==> src/rtl/lab_pkg.sv <==
// Shared types for the min/max register file: the scan sequencer states.
package lab_pkg;

  typedef enum logic [1:0] {
    IDLE = 2'd0,
    SCAN = 2'd1,
    DONE = 2'd2
  } scan_state_e;

endpackage

==> src/rtl/minmax_scan.sv <==
// Sequential min/max search: walks one entry per cycle and publishes the
// indices of the smallest and largest valid values when the walk ends.
module minmax_scan
  import lab_pkg::*;
#(
  parameter  int WIDTH = 4,
  parameter  int DEPTH = 8,
  localparam int AW    = $clog2(DEPTH)
) (
  input  logic             clk,
  input  logic             init,
  input  logic             find,
  input  logic             modify,
  input  logic [WIDTH-1:0] ent_data,
  input  logic             ent_valid,
  output logic [AW-1:0]    scan_idx,
  output logic             busy,
  output logic             done,
  output logic             res_valid,
  output logic             stale,
  output logic [AW-1:0]    min_idx,
  output logic [AW-1:0]    max_idx
);

  localparam logic [AW-1:0] LAST = AW'(DEPTH - 1);

  scan_state_e      state, state_next;
  logic [AW-1:0]    idx;
  logic             have, have_next;
  logic [WIDTH-1:0] min_val, max_val, min_val_next, max_val_next;
  logic [AW-1:0]    run_min, run_max, run_min_next, run_max_next;
  logic             run_stale, run_stale_next;

  // NOTE: every always_comb output gets a default first so no path leaves
  // it unassigned, which is what would otherwise infer a latch.
  always_comb begin
    state_next     = state;
    have_next      = have;
    min_val_next   = min_val;
    max_val_next   = max_val;
    run_min_next   = run_min;
    run_max_next   = run_max;
    run_stale_next = run_stale | modify;
    if (state == SCAN && ent_valid) begin
      // Strict compares keep the earlier (lower) index on ties.
      if (!have || ent_data < min_val) begin
        min_val_next = ent_data;
        run_min_next = idx;
      end
      if (!have || ent_data > max_val) begin
        max_val_next = ent_data;
        run_max_next = idx;
      end
      have_next = 1'b1;
    end
    case (state)
      IDLE:    if (find) state_next = SCAN;
      SCAN:    if (idx == LAST) state_next = DONE;
      DONE:    state_next = IDLE;
      default: state_next = IDLE;
    endcase
  end

  // NOTE: sequential state uses non-blocking assignments so every register
  // samples pre-edge values regardless of statement order.
  always_ff @(posedge clk or negedge init) begin
    if (!init) begin
      state     <= IDLE;
      idx       <= '0;
      have      <= 1'b0;
      min_val   <= '0;
      max_val   <= '0;
      run_min   <= '0;
      run_max   <= '0;
      run_stale <= 1'b0;
      res_valid <= 1'b0;
      stale     <= 1'b0;
      min_idx   <= '0;
      max_idx   <= '0;
    end else begin
      state <= state_next;
      case (state)
        IDLE: if (find) begin
          idx       <= '0;
          have      <= 1'b0;
          min_val   <= '0;
          max_val   <= '0;
          run_min   <= '0;
          run_max   <= '0;
          run_stale <= 1'b0;
        end
        SCAN: begin
          idx       <= idx + 1'b1;
          have      <= have_next;
          min_val   <= min_val_next;
          max_val   <= max_val_next;
          run_min   <= run_min_next;
          run_max   <= run_max_next;
          run_stale <= run_stale_next;
          if (idx == LAST) begin
            res_valid <= have_next;
            stale     <= run_stale_next;
            min_idx   <= run_min_next;
            max_idx   <= run_max_next;
          end
        end
        default: ;
      endcase
    end
  end

  assign scan_idx = idx;
  assign busy     = (state == SCAN);
  assign done     = (state == DONE);

endmodule

==> src/rtl/minmax_regfile.sv <==
// Small register file with valid bits, an associative lookup returning the
// lowest matching index, occupancy count, and a background min/max scan.
module minmax_regfile
  import lab_pkg::*;
#(
  parameter  int WIDTH = 4,
  parameter  int DEPTH = 8,
  localparam int AW    = $clog2(DEPTH)
) (
  input  logic             clk,
  input  logic             init,
  input  logic             wr_en,
  input  logic [AW-1:0]    wr_addr,
  input  logic [WIDTH-1:0] wr_data,
  input  logic             clr_en,
  input  logic [AW-1:0]    clr_addr,
  input  logic             look_en,
  input  logic [WIDTH-1:0] look_data,
  output logic             hit,
  output logic [AW-1:0]    hit_idx,
  input  logic             find,
  output logic             busy,
  output logic             done,
  output logic             res_valid,
  output logic             stale,
  output logic [AW-1:0]    min_idx,
  output logic [AW-1:0]    max_idx,
  output logic             any_valid,
  output logic [AW:0]      count
);

  logic [WIDTH-1:0] mem [DEPTH];
  logic [DEPTH-1:0] valid;
  logic             match_hit;
  logic [AW-1:0]    match_idx;
  logic [AW-1:0]    scan_idx;

  // NOTE: the data array is reset along with the valid bits so that every
  // stored word reads as zero after init, not just the valid flags.
  always_ff @(posedge clk or negedge init) begin
    if (!init) begin
      for (int i = 0; i < DEPTH; i++) mem[i] <= '0;
      valid <= '0;
    end else begin
      // Clear first so a same-address write in the same cycle wins.
      if (clr_en) valid[clr_addr] <= 1'b0;
      if (wr_en) begin
        mem[wr_addr]   <= wr_data;
        valid[wr_addr] <= 1'b1;
      end
    end
  end

  // Descending walk so the lowest matching index is the last one written.
  always_comb begin
    match_hit = 1'b0;
    match_idx = '0;
    for (int i = DEPTH - 1; i >= 0; i--) begin
      if (valid[i] && mem[i] == look_data) begin
        match_hit = 1'b1;
        match_idx = AW'(i);
      end
    end
  end

  always_ff @(posedge clk or negedge init) begin
    if (!init) begin
      hit     <= 1'b0;
      hit_idx <= '0;
    end else if (look_en) begin
      hit     <= match_hit;
      hit_idx <= match_idx;
    end
  end

  always_comb begin
    count = '0;
    for (int i = 0; i < DEPTH; i++) count = count + (AW + 1)'(valid[i]);
  end

  assign any_valid = |valid;

  minmax_scan #(.WIDTH(WIDTH), .DEPTH(DEPTH)) u_scan (
    .clk       (clk),
    .init      (init),
    .find      (find),
    .modify    (wr_en | clr_en),
    .ent_data  (mem[scan_idx]),
    .ent_valid (valid[scan_idx]),
    .scan_idx  (scan_idx),
    .busy      (busy),
    .done      (done),
    .res_valid (res_valid),
    .stale     (stale),
    .min_idx   (min_idx),
    .max_idx   (max_idx)
  );

endmodule

==> config.mk <==
export PLATFORM = sky130hd
export DESIGN_NAME = minmax_regfile
export DESIGN_NICKNAME = d
export VERILOG_FILES = /design/src/rtl/lab_pkg.sv /design/src/rtl/minmax_scan.sv /design/src/rtl/minmax_regfile.sv
export SDC_FILE = /design/constraint.sdc
export NUM_CORES = 1
export LEC_CHECK = 0
export BUFFER_PORTS_ARGS = -buffer_cell sky130_fd_sc_hd__buf_2
export CAP_MARGIN = 20
export CORE_MARGIN = 2
export CORE_UTILIZATION = 50
export CTS_BUF_LIST = sky130_fd_sc_hd__clkbuf_8
export CTS_CLUSTER_SIZE = 28
export DETAILED_ROUTE_END_ITERATION = 10
export GPL_TIMING_DRIVEN = 0
export MAX_ROUTING_LAYER = met4
export PLACE_DENSITY_LB_ADDON = 0.1
export SLEW_MARGIN = 10
export SYNTH_ARGS = -nofsm -noshare
export SYNTH_HDL_FRONTEND = slang
export SYNTH_SLANG_ARGS = --single-unit
==> constraint.sdc <==
create_clock -name clk -period 4.55 [get_ports clk]
set_input_delay 1.1375 -clock clk [delete_from_list [all_inputs] [get_ports clk]]
set_output_delay 1.1375 -clock clk [all_outputs]
set_load 0.05 [all_outputs]
# After elaboration in Yosys (flattened, before gate mapping)
# Index checks and enable logic that the tools add are counted.
dict set report classes {
  addsub 8
  n_mul 0
  div 0
  order_cmp 10
  eq_ne 16
  shifts 0
  muxes 52
  bitwise_logic 7
  reduce_logical 23
}
# cell n
set ops {}
lappend ops {{$mux W3} 13}
lappend ops {{$bwmux W32} 1}
lappend ops {{$eq A4 B4 Y1} 8}
lappend ops {{$mux W4} 8}
lappend ops {{$pmux W3 S2} 3}
lappend ops {{$add A4 B1 Y4} 4}
lappend ops {{$mux W8} 2}
lappend ops {{$pmux W4 S2} 2}
lappend ops {{$mux W1} 13}
lappend ops {{$bmux W4 S3} 1}
lappend ops {{$demux W4 S3} 1}
lappend ops {{$logic_and A1 B1 Y1} 12}
lappend ops {{$lt A3 B4 Y1 const B} 3}
lappend ops {{$and A8 B8 Y8} 1}
lappend ops {{$ge A4 B4 Y1 const B} 2}
lappend ops {{$ne A2 B1 Y1 const B} 4}
lappend ops {{$not A3 Y4} 2}
lappend ops {{$not A8 Y8} 1}
lappend ops {{$or A8 B8 Y8} 1}
lappend ops {{$reduce_and A4 Y1} 2}
lappend ops {{$reduce_or A8 Y1} 1}
lappend ops {{$demux W1 S3} 2}
lappend ops {{$ge A3 B1 Y1 const B} 2}
lappend ops {{$reduce_and A2 Y1} 3}
lappend ops {{20 further kinds} 24}
dict set report totals {
  ff_bits 73
  latchBits 0
  ram_bits 0
  mem_bits_ro 0
  in_bits 20
  out_inout_bits 19
  word_cells 139
  memories 0
}

# Depth between registers and ports, before layout
# Gate-level depths: netlist (run 1).
dict set report depth {
  word_depth 10
  ltp_mapped 13
  mapped_depth_nobuf 10
}

# Modules after synthesis
# A second synthesis (run 1) with hierarchy kept.
dict set report hier_totals {
  hier_cells 365
  area_unflattened_um2 4149.0
}
# module instances cells_per_inst area_each_um2 seq_area_each_um2
set modules_own_cells {}
lappend modules_own_cells {minmax_regfile 1 221 2738.9 1101.1}
lappend modules_own_cells {minmax_scan 1 144 1410.1 725.7}

# Worst setup path before layout (run 1)
# OpenSTA, ideal clock, no wires.
dict set report synth_path {
  path_type {reg-to-output}
  from {reg valid[0]}
  to {out count[2]}
  arrival_ns 3.293
  required_time_ns 3.413
  slack_ns 0.120
  path_stages_with_launch 10
  path_buffers 0
  path_cell_list {dfrtp_1 fa_1 inv_1 fa_1 fa_1 inv_1 ha_1 inv_1 fa_1 xnor2_1}
}
dict set report synth_between {
  elab_chain_len 7
}
# element line
set synth_rtl {}
lappend synth_rtl {{from (decl)} minmax_regfile.sv:33} ;# logic [DEPTH-1:0] valid;
lappend synth_rtl {{from (signal assigned)} minmax_regfile.sv:43} ;# valid <= '0;
lappend synth_rtl {{from (signal, indexed assignment)} minmax_regfile.sv:46} ;# if (clr_en) valid[clr_addr] <= 1'b0;
lappend synth_rtl {{from (signal, indexed assignment)} minmax_regfile.sv:49} ;# valid[wr_addr] <= 1'b1;
lappend synth_rtl {{$add A1 B1 Y2} minmax_regfile.sv:78} ;# for (int i = 0; i < DEPTH; i++) count = count + (AW + 1)'(valid[i]);
lappend synth_rtl {{$add A2 B1 Y3} minmax_regfile.sv:78}
lappend synth_rtl {{$add A3 B1 Y4} minmax_regfile.sv:78}
lappend synth_rtl {{$add A4 B1 Y4 (4 in a row)} minmax_regfile.sv:78}
lappend synth_rtl {{to (decl)} minmax_regfile.sv:29} ;# output logic [AW:0] count
# No other way between the ends.

# Worst setup path in the final report (run 1)
dict set report layout_path {
  from {reg valid[0]}
  to {out count[1]}
}
# The elaborated chain is that of the path after synthesis.

==> results of run 1 <==
how the worst min path moves through the flow:
stage	start	to	slack (ns)
detailed placement	u_scan.max_idx[2]	u_scan.max_idx[2]	0.47
floorplan	u_scan.run_min[2]	u_scan.run_min[2]	0.45
global placement	u_scan.run_min[2]	u_scan.run_min[2]	0.46
CTS	u_scan.max_idx[2]	u_scan.max_idx[2]	0.48
finish	u_scan.max_idx[2]	u_scan.max_idx[2]	0.48
global route	hit_idx[2]	hit_idx[2]	0.50
sequential cells by signal (all words and copies together), names as in the netlist:
signal,flops
u_scan.state,2
u_scan.max_val,4
mem,32
u_scan.min_idx,3
u_scan.max_idx,3
u_scan.have,1
u_scan.stale,1
valid,8
u_scan.run_stale,1
u_scan.run_min,3
hit,1
u_scan.scan_idx,3
u_scan.min_val,4
u_scan.res_valid,1
u_scan.run_max,3
hit_idx,3
repair_timing:
| item | 4_1_cts | 5_1_grt |
|---|---|---|
| buffers inserted | 0 | 1 |
| endpoints found under the setup margin | 0 | 2 |
| resized for setup | 0 | 5 |
| hold endpoints to repair | 0 | 0 |
area by class of cell:
cell class,count,area (um^2)
Tap cell,102,128
Buffer,15,78.8
Fill cell,674,3170
Inverter,28,105
Multi-Input combinational cell,248,2050
Timing Repair Buffer,36,203
Sequential cell,73,1830
Clock buffer,10,138
Clock inverter,6,106
per-stage QoR:
| stage | power (uW) | instance area (um^2) | setup TNS (ns) |
|---|---|---|---|
| floorplan | 2420 | 4060 | 0 |
| global placement | 2790 | 4350 | 0 |
| detailed placement | 2840 | 4380 | 0 |
| CTS | 3460 | 4620 | 0 |
| global route | 3700 | 4640 | -0.00484 |
| finish | 3450 | 4640 | 0 |
metal layers:
layer	routed length (um)	vias up	global-route usage
met5	0	-	-
met4	174	0	0.0833
met3	353	16	0.0409
met2	4120	61	0.341
met1	4460	1423	0.324
li1	-	1373	-
power groups by stage:
stage | registers [uW] | clock network (uW) | logic [uW]
2_1_floorplan | 1090 | 0 | 1330
3_3_place_gp | 993 | 0 | 1790
3_5_place_dp | 999 | 0 | 1840
4_1_cts | 987 | 636 | 1840
5_1_grt | 1010 | 656 | 2030
6_report | 988 | 623 | 1830
cells in the mapped netlist (all sizes together) (2+ instances only):
cell type	instances	area share
a21o	4	0.0074
a21oi	5	0.0062
a22o	7	0.015
a31oi	3	0.0046
buf	7	0.012
clkbuf	8	0.0074
dfrtp	73	0.45
fa	4	0.020
ha	13	0.040
inv	28	0.026
mux2	33	0.092
mux2i	8	0.023
mux4	10	0.055
nand2	22	0.021
nand2b	8	0.014
nand3	15	0.018
nand4	4	0.0062
nand4b	3	0.0065
nor2	14	0.013
nor2b	6	0.0092
nor3	13	0.016
nor3b	3	0.0055
o21ai	25	0.031
o21bai	3	0.0055
o31ai	2	0.0037
xnor2	20	0.043
xor2	13	0.028
kinds of logic after synthesis:
kind of cell | after synthesis | share of synthesized area
buf+inv | 43 | 0.0453
fa+ha+maj | 17 | 0.0598
compound gates | 55 | 0.0869
simple gates | 92 | 0.117
flops | 73 | 0.450
mux | 51 | 0.170
xor+xnor | 33 | 0.0712
critical path, stage by stage, from the launching register on:
cell     delay (ns)
dfrtp_1        0.41
fa_1           0.54
inv_1          0.05
fa_1           0.46
fa_1           0.49
inv_1          0.04
ha_2           0.16
inv_1          0.06
fa_2           0.42
inv_1          0.05
buf_2          0.25
==> impl_metrics.tcl, run 1 <==
set metrics [dict create \
    h-tree-depth 3 \
    wl_um 9110 \
    dp_cells 500 \
    synthCells 364 \
    syn_to_final_growth_pct 14.3 \
    r2r_start "u_scan.scan_idx[0]" \
    synth_ff_type "dfrtp_1" \
    drive_above_1_share 0.257 \
    drc 0 \
    fin_crit_ns 4.41 \
    min_period_over_period 0.969 \
    rrSetupSlack_ns 1.04 \
    timing.hold.ws_ns 0.481 \
    grt_pass1_vias 2796 \
    crit_end "count[1]" \
    grt_overflow 0 \
    cts.sinks 73 \
    grt_pass1_wl_um 14900 \
    vias 2873 \
    ys.warnings.count 0 \
    seq_area_frac_synth 0.450 \
    diodes 0 \
    final_common_cell "dfrtp_1" \
    start_util 0.520 \
    end_kind "output port" \
    path_class "reg2out" \
    p_leak_uw 0.00213 \
    tightest_slew_ns 1.11 \
    synthArstFlopShare 1.00 \
    sequentialPowerShare 0.287 \
    worstHoldPathCells 2 \
    crit_path_start_kind "register" \
    place_congestion 0.859 \
    num_io_pins 39 \
    crit_start "valid[0]" \
    fin_ws_ns 0.142 \
    cts_buffers 9 \
    status "completed" \
    clock_power_share 0.181 \
    setup_viol_count_final 0 \
    core_um2 7810 \
    finalClockSkew_ns 0.00815 \
    postCtsHoldBufs 0 \
    grt_usage 0.231 \
    first_pass_iters 4 \
    cts_buffer_depth 2 \
    dpl_worst_slack_ns 0.421 \
    hpwlAfterDp_um 6780 \
    vias_per_cell 5.55 \
    slew-limit-headroom 0.253 \
    clk_latency_ns 0.35 \
    antenna_found_initial 0 \
    utilization 0.594 \
    syn-cell-area_um2 4060 \
    ant_nets 0 \
    die_x_um 94.1 \
    max-cap-violations 0 \
    synth-edff-count 0 \
    drv_slew 0 \
    p_switching_uw 1480 \
    placementRows 32 \
    syn_avg_cell_area_um2 11.2 \
    hold_violations 0 \
    dieArea_um2 8860 \
    mostFrequentLayoutCells "dfrtp_1 (72), buf_2 (34), mux2_2 (33)" \
    rr_worst_depth 13 \
    cp.arrival_ns 3.27 \
    grt_start_max_net_pins 42 \
    port_buffers 33 \
    die-height_um 94.1 \
    clockRootBuffer "clkbuf_8" \
    fin_nets 448 \
    fin_cells 518 \
    fmax_mhz 227 \
    sw_frac_of_total 0.431 \
    clkTransAtPathRegs_ns 0.08 \
    wl_per_cell_um 17.6 \
    ir_drop_uv 261 \
    power_per_cell_area_nw_per_um2 743 \
    cts_tree "yes" \
    hold_path_class "reg2reg" \
    crit_required_ns 3.41 \
    ys_types 44 \
    cp_max_fo 3 \
    p_int_uw 1960 \
    syn_nets 401 \
    drt_iter0_drc 180 \
    r2r_end "u_scan.run_min[0]" \
    pwr-share-comb 0.532 \
    synth_seq_cells 73 \
]
Power figures use the tool's default switching activity.
==> run 2: changes to the inputs <==
REMOVE_ABC_BUFFERS = 1   (was unset)
==> run 2 against run 1 <==
Against the previous run: total power fell by 1.4%; via count down 2.1%; first-iteration DRC count fell by 40%; worst setup slack better by 0.0097 ns; highest routed layer unchanged; clock-buffer cell count unchanged; critical path depth is the same; clock skew hardly changed; largest cell class unchanged; combinational power down 7%.
==> impl_metrics.tcl, run 2 (same netlist as run 1, synthesis figures left out) <==
set metrics [dict create \
    drc 0 \
    die_x_um 94.1 \
    cts_buffers 9 \
    drt_iter0_drc 108 \
    final_common_cell "dfrtp_1" \
    setup_tns_ns 0 \
    rrSetupSlack_ns 0.80 \
    start_util 0.520 \
    crit_path_start_kind "register" \
    ir_drop_uv 400 \
    drive_above_1_share 0.262 \
    placed_area_um2 4320 \
    antenna_found_initial 0 \
    crit_required_ns 3.41 \
    cts.sinks 73 \
    clk_latency_ns 0.34 \
    grt_usage 0.230 \
    vias 2814 \
    ant_nets 0 \
    clkTransAtPathRegs_ns 0.08 \
    die-height_um 94.1 \
    fin_area_um2 4590 \
    setup_viol_count_final 0 \
    min_period_over_period 0.967 \
    power_per_cell_area_nw_per_um2 740 \
    tightest_slew_ns 1.14 \
    mostFrequentLayoutCells "dfrtp_1 (72), buf_2 (35), mux2_2 (33)" \
    place_congestion 0.848 \
    fmax_mhz 227 \
    wl_per_cell_um 17.7 \
    port_buffers 38 \
    vias_per_cell 5.55 \
    core_um2 7810 \
    hpwlAfterDp_um 6610 \
    dieArea_um2 8860 \
    slew-limit-headroom 0.235 \
    path_class "reg2out" \
    grt_pass1_wl_um 14800 \
    cp_max_fo 3 \
    postCtsHoldBufs 0 \
    hold_violations 0 \
    rsz0062_at_grt "no" \
    h-tree-depth 3 \
    first_pass_iters 6 \
    grt_overflow 0 \
    end_kind "output port" \
    top_regs "mem x32, valid x8" \
    placementRows 32 \
    cts_buffer_depth 2 \
    finalPower_uw 3400 \
    grt_pass1_vias 2835 \
    grt_start_max_net_pins 42 \
    cp.arrival_ns 3.26 \
    largest_reg_flops 32 \
    status "completed" \
    wl_um 8960 \
    regMostFlops "mem" \
    finalClockSkew_ns 0.00774 \
    syn_to_final_growth_pct 13.1 \
    diodes 0 \
    max-cap-violations 0 \
    cts_tree "yes" \
    p_leak_uw 0.00211 \
    clockRootBuffer "clkbuf_8" \
    drv_slew 0 \
    hold_path_class "reg2reg" \
    fin_crit_ns 4.40 \
    fin_nets 437 \
    num_io_pins 39 \
]
[run 2: cell count changes in the layout (fill, tap and decap cells not counted), sizes merged]
cell	before	now
clkbuf	19	10
buf	42	40
[run 2: path summary, 6_finish.rpt]
kind / cells past startpoint / endpoint / start
worst max-delay path: 10 / count[1] / valid[0]
worst min-delay path: 2 / u_scan.max_idx[1] / u_scan.max_idx[1]
worst max register to register: 10 / u_scan.run_min[0] / u_scan.scan_idx[0]
worst min register to register: 2 / u_scan.max_idx[1] / u_scan.max_idx[1]
max in group asynchronous: 2 / mem[30] / init
min in group asynchronous: 1 / u_scan.run_stale / init
[run 2: area by class of cell]
class,count,area (um^2)
Timing Repair Buffer,40,225
Tap cell,102,128
Multi-Input combinational cell,248,2060
Clock buffer,10,138
Sequential cell,73,1830
Fill cell,676,3220
Inverter,28,105
Clock inverter,6,106
[run 2: report_power, final]
part / switching, uW / total (uW) / internal (uW)
combinational: 998 / 1710 / 714
clock: 239 / 616 / 376
sequential: 230 / 1070 / 842
total: 1470 / 3400 / 1930
[run 2: layer usage]
layer	routed length [um]	vias up	global-route usage
li1	-	1355	-
met2	4330	73	0.361
met4	146	0	0.0797
met3	438	18	0.0425
met5	0	-	-
met1	4040	1368	0.302
[run 2: metrics by stage]
step,utilization,hold slack (ns),setup WS (ns),instances
2_1_floorplan,-,0.450,0.120,349
4_1_cts,0.585,0.484,0.0430,506
3_3_place_gp,0.551,0.460,0.478,489
5_1_grt,0.588,0.501,0.00682,507
6_report,0.588,0.479,0.152,507
3_5_place_dp,0.554,0.467,0.428,490
[run 2: critical path: stages (launching register included)]
cell     delay [ns]
dfrtp_1        0.42
fa_1           0.55
inv_1          0.05
fa_1           0.49
fa_1           0.41
inv_1          0.07
ha_2           0.17
inv_1          0.05
fa_2           0.51
inv_1          0.04
buf_4          0.18
[run 2: what timing repair did]
| item | CTS | global route |
|---|---|---|
| endpoints found under the setup margin | 0 | 2 |
| buffers inserted | 0 | 1 |
| endpoints found under the hold margin | 0 | 0 |
| gates resized for setup | 0 | 8 |
==> run 3: changes to the inputs <==
CORE_ASPECT_RATIO = 1.1   (was unset)
==> run 3 against run 2 <==
Against the previous run: sequential power is essentially flat; clock skew grew 0.00072 ns; worst setup slack lost 0.056 ns; flip-flop and latch count is the same; via count shrank 0.50%; largest power group unchanged.
==> impl_metrics.tcl, run 3 (same netlist as run 1, synthesis figures left out) <==
set metrics [dict create \
    setup_viol_count_final 0 \
    largest_reg_flops 32 \
    top_regs "mem x32, valid x8" \
    wl_um 8820 \
    wl_per_cell_um 17.2 \
    crit_top_cell "inv_1" \
    grt_usage 0.224 \
    cts.sinks 73 \
    fin_crit_ns 4.45 \
    crit_required_ns 3.41 \
    fin_nets 437 \
    crit_start "valid[0]" \
    ir_drop_uv 367 \
    end_kind "output port" \
    clockRootBuffer "clkbuf_8" \
    ant_nets 0 \
    drv_slew 0 \
    num_io_pins 39 \
    crit_path_start_kind "register" \
    hpwlAfterDp_um 6550 \
    finalPower_uw 3270 \
    min_from "u_scan.max_idx[0]" \
    first_pass_iters 4 \
    utilization 0.576 \
    fmax_mhz 225 \
    p_leak_uw 0.00210 \
    vias 2800 \
    grt_pass1_vias 2771 \
    hold_violations 0 \
    die-height_um 98.5 \
    path_cells "fa_1, inv_1, fa_1, fa_1, inv_1, ha_1, inv_1, fa_2, inv_1, buf_2" \
    grt_overflow 0 \
    clkTransAtPathRegs_ns 0.07 \
    vias_per_cell 5.46 \
    h-tree-depth 3 \
    clk_latency_ns 0.34 \
    cp.arrival_ns 3.32 \
    power_per_cell_area_nw_per_um2 718 \
    core_um2 7910 \
    port_buffers 38 \
    status "completed" \
    placementRows 34 \
    hold_path_class "reg2reg" \
    drive_above_1_share 0.254 \
    max-cap-violations 0 \
    grt_pass1_wl_um 14800 \
    cts_tree "yes" \
    die_x_um 89.9 \
    cp_max_fo 3 \
    dieArea_um2 8860 \
    path_class "reg2out" \
    start_util 0.513 \
    cp_num_buf_inv 5 \
    drt_iter0_drc 120 \
    grt_start_max_net_pins 50 \
    crit_path_max_incr_delay_ns 0.54 \
    min_period_over_period 0.979 \
    critical-path-slowest-cell "fa_1" \
    cp_top_family "adder cells" \
    diodes 0 \
    antenna_found_initial 0 \
    slew-limit-headroom 0.293 \
    rsz0062_at_grt "no" \
    finalClockSkew_ns 0.00846 \
    tightest_slew_ns 1.06 \
    place_congestion 0.809 \
    drc 0 \
    regMostFlops "mem" \
    r2r_start "u_scan.scan_idx[0]" \
    final_common_cell "dfrtp_1" \
    cts_buffers 9 \
    mostFrequentLayoutCells "dfrtp_1 (72), buf_2 (36), mux2_2 (33)" \
    syn_to_final_growth_pct 12.3 \
    cts_buffer_depth 2 \
    setup_tns_ns 0 \
]
[run 3: cell count changes in the layout (fill, tap and decap cells not counted), sizes merged]
cell      previous run  this run
clkinvlp             1         0
inv                 29        30
bufinv               3         1
clkbuf              10        12
[run 3: path summary, 6_finish.rpt]
path	end	slack [ns]	cells past startpoint
max in group asynchronous	mem[0]	3.28	2
hold reg to reg	u_scan.max_idx[0]	0.47	2
setup / recovery	count[1]	0.1	10
hold / removal	u_scan.max_idx[0]	0.47	2
min in group asynchronous	u_scan.run_stale	0.70	1
setup reg to reg	u_scan.run_min[1]	0.86	10
[run 3: power by group]
group | leakage [uW] | switching, uW | internal, uW | total (uW)
sequential | 0.000891 | 224 | 842 | 1070
clock | 0.000115 | 237 | 294 | 531
combinational | 0.00109 | 984 | 693 | 1680
total | 0.00210 | 1450 | 1830 | 3270
[run 3: per-stage QoR]
| step | std cells | area (um^2) | hold slack (ns) | worst slack, ns |
|---|---|---|---|---|
| final | 513 | 4560 | 0.474 | 0.0964 |
| after detailed placement | 496 | 4340 | 0.465 | 0.404 |
| after floorplan | 349 | 3980 | 0.450 | 0.120 |
| after global routing | 513 | 4560 | 0.505 | 0.00983 |
| after CTS | 512 | 4540 | 0.482 | 0.0117 |
| after global placement | 495 | 4310 | 0.458 | 0.464 |
[run 3: layout make-up]
class	count	area [um^2]
well taps	108	135
fillers	722	3350
inverters	28	105
repair buffers	40	230
multi-input cells	248	2050
clock inverters	4	42.5
clock buffers	12	165
flip-flops and latches	73	1830
[run 3: routing by layer]
metal,global-route usage,part of all wire
met2,0.357,0.49
met1,0.291,0.47
met4,0.0935,0.022
met5,-,0
met3,0.0306,0.023
[run 3: repair_timing]
item                                   in CTS  in global routing
setup endpoints to repair                   0                  2
buffers inserted                            0                  1
hold buffers                                0                  0
gates resized for setup                     0                  4
endpoints found under the hold margin       0                  0
[run 3: worst register-to-register path: cells and delay by family (launching register included)]
kind / cells / cell delay, ns
DFF: 1 / 0.97
muxes: 2 / 0.92
AOI/OAI and AO/OA: 4 / 0.80
and+or+nand+nor: 2 / 0.43
adders and majority gates: 1 / 0.31
buffers and inverters: 1 / 0.12
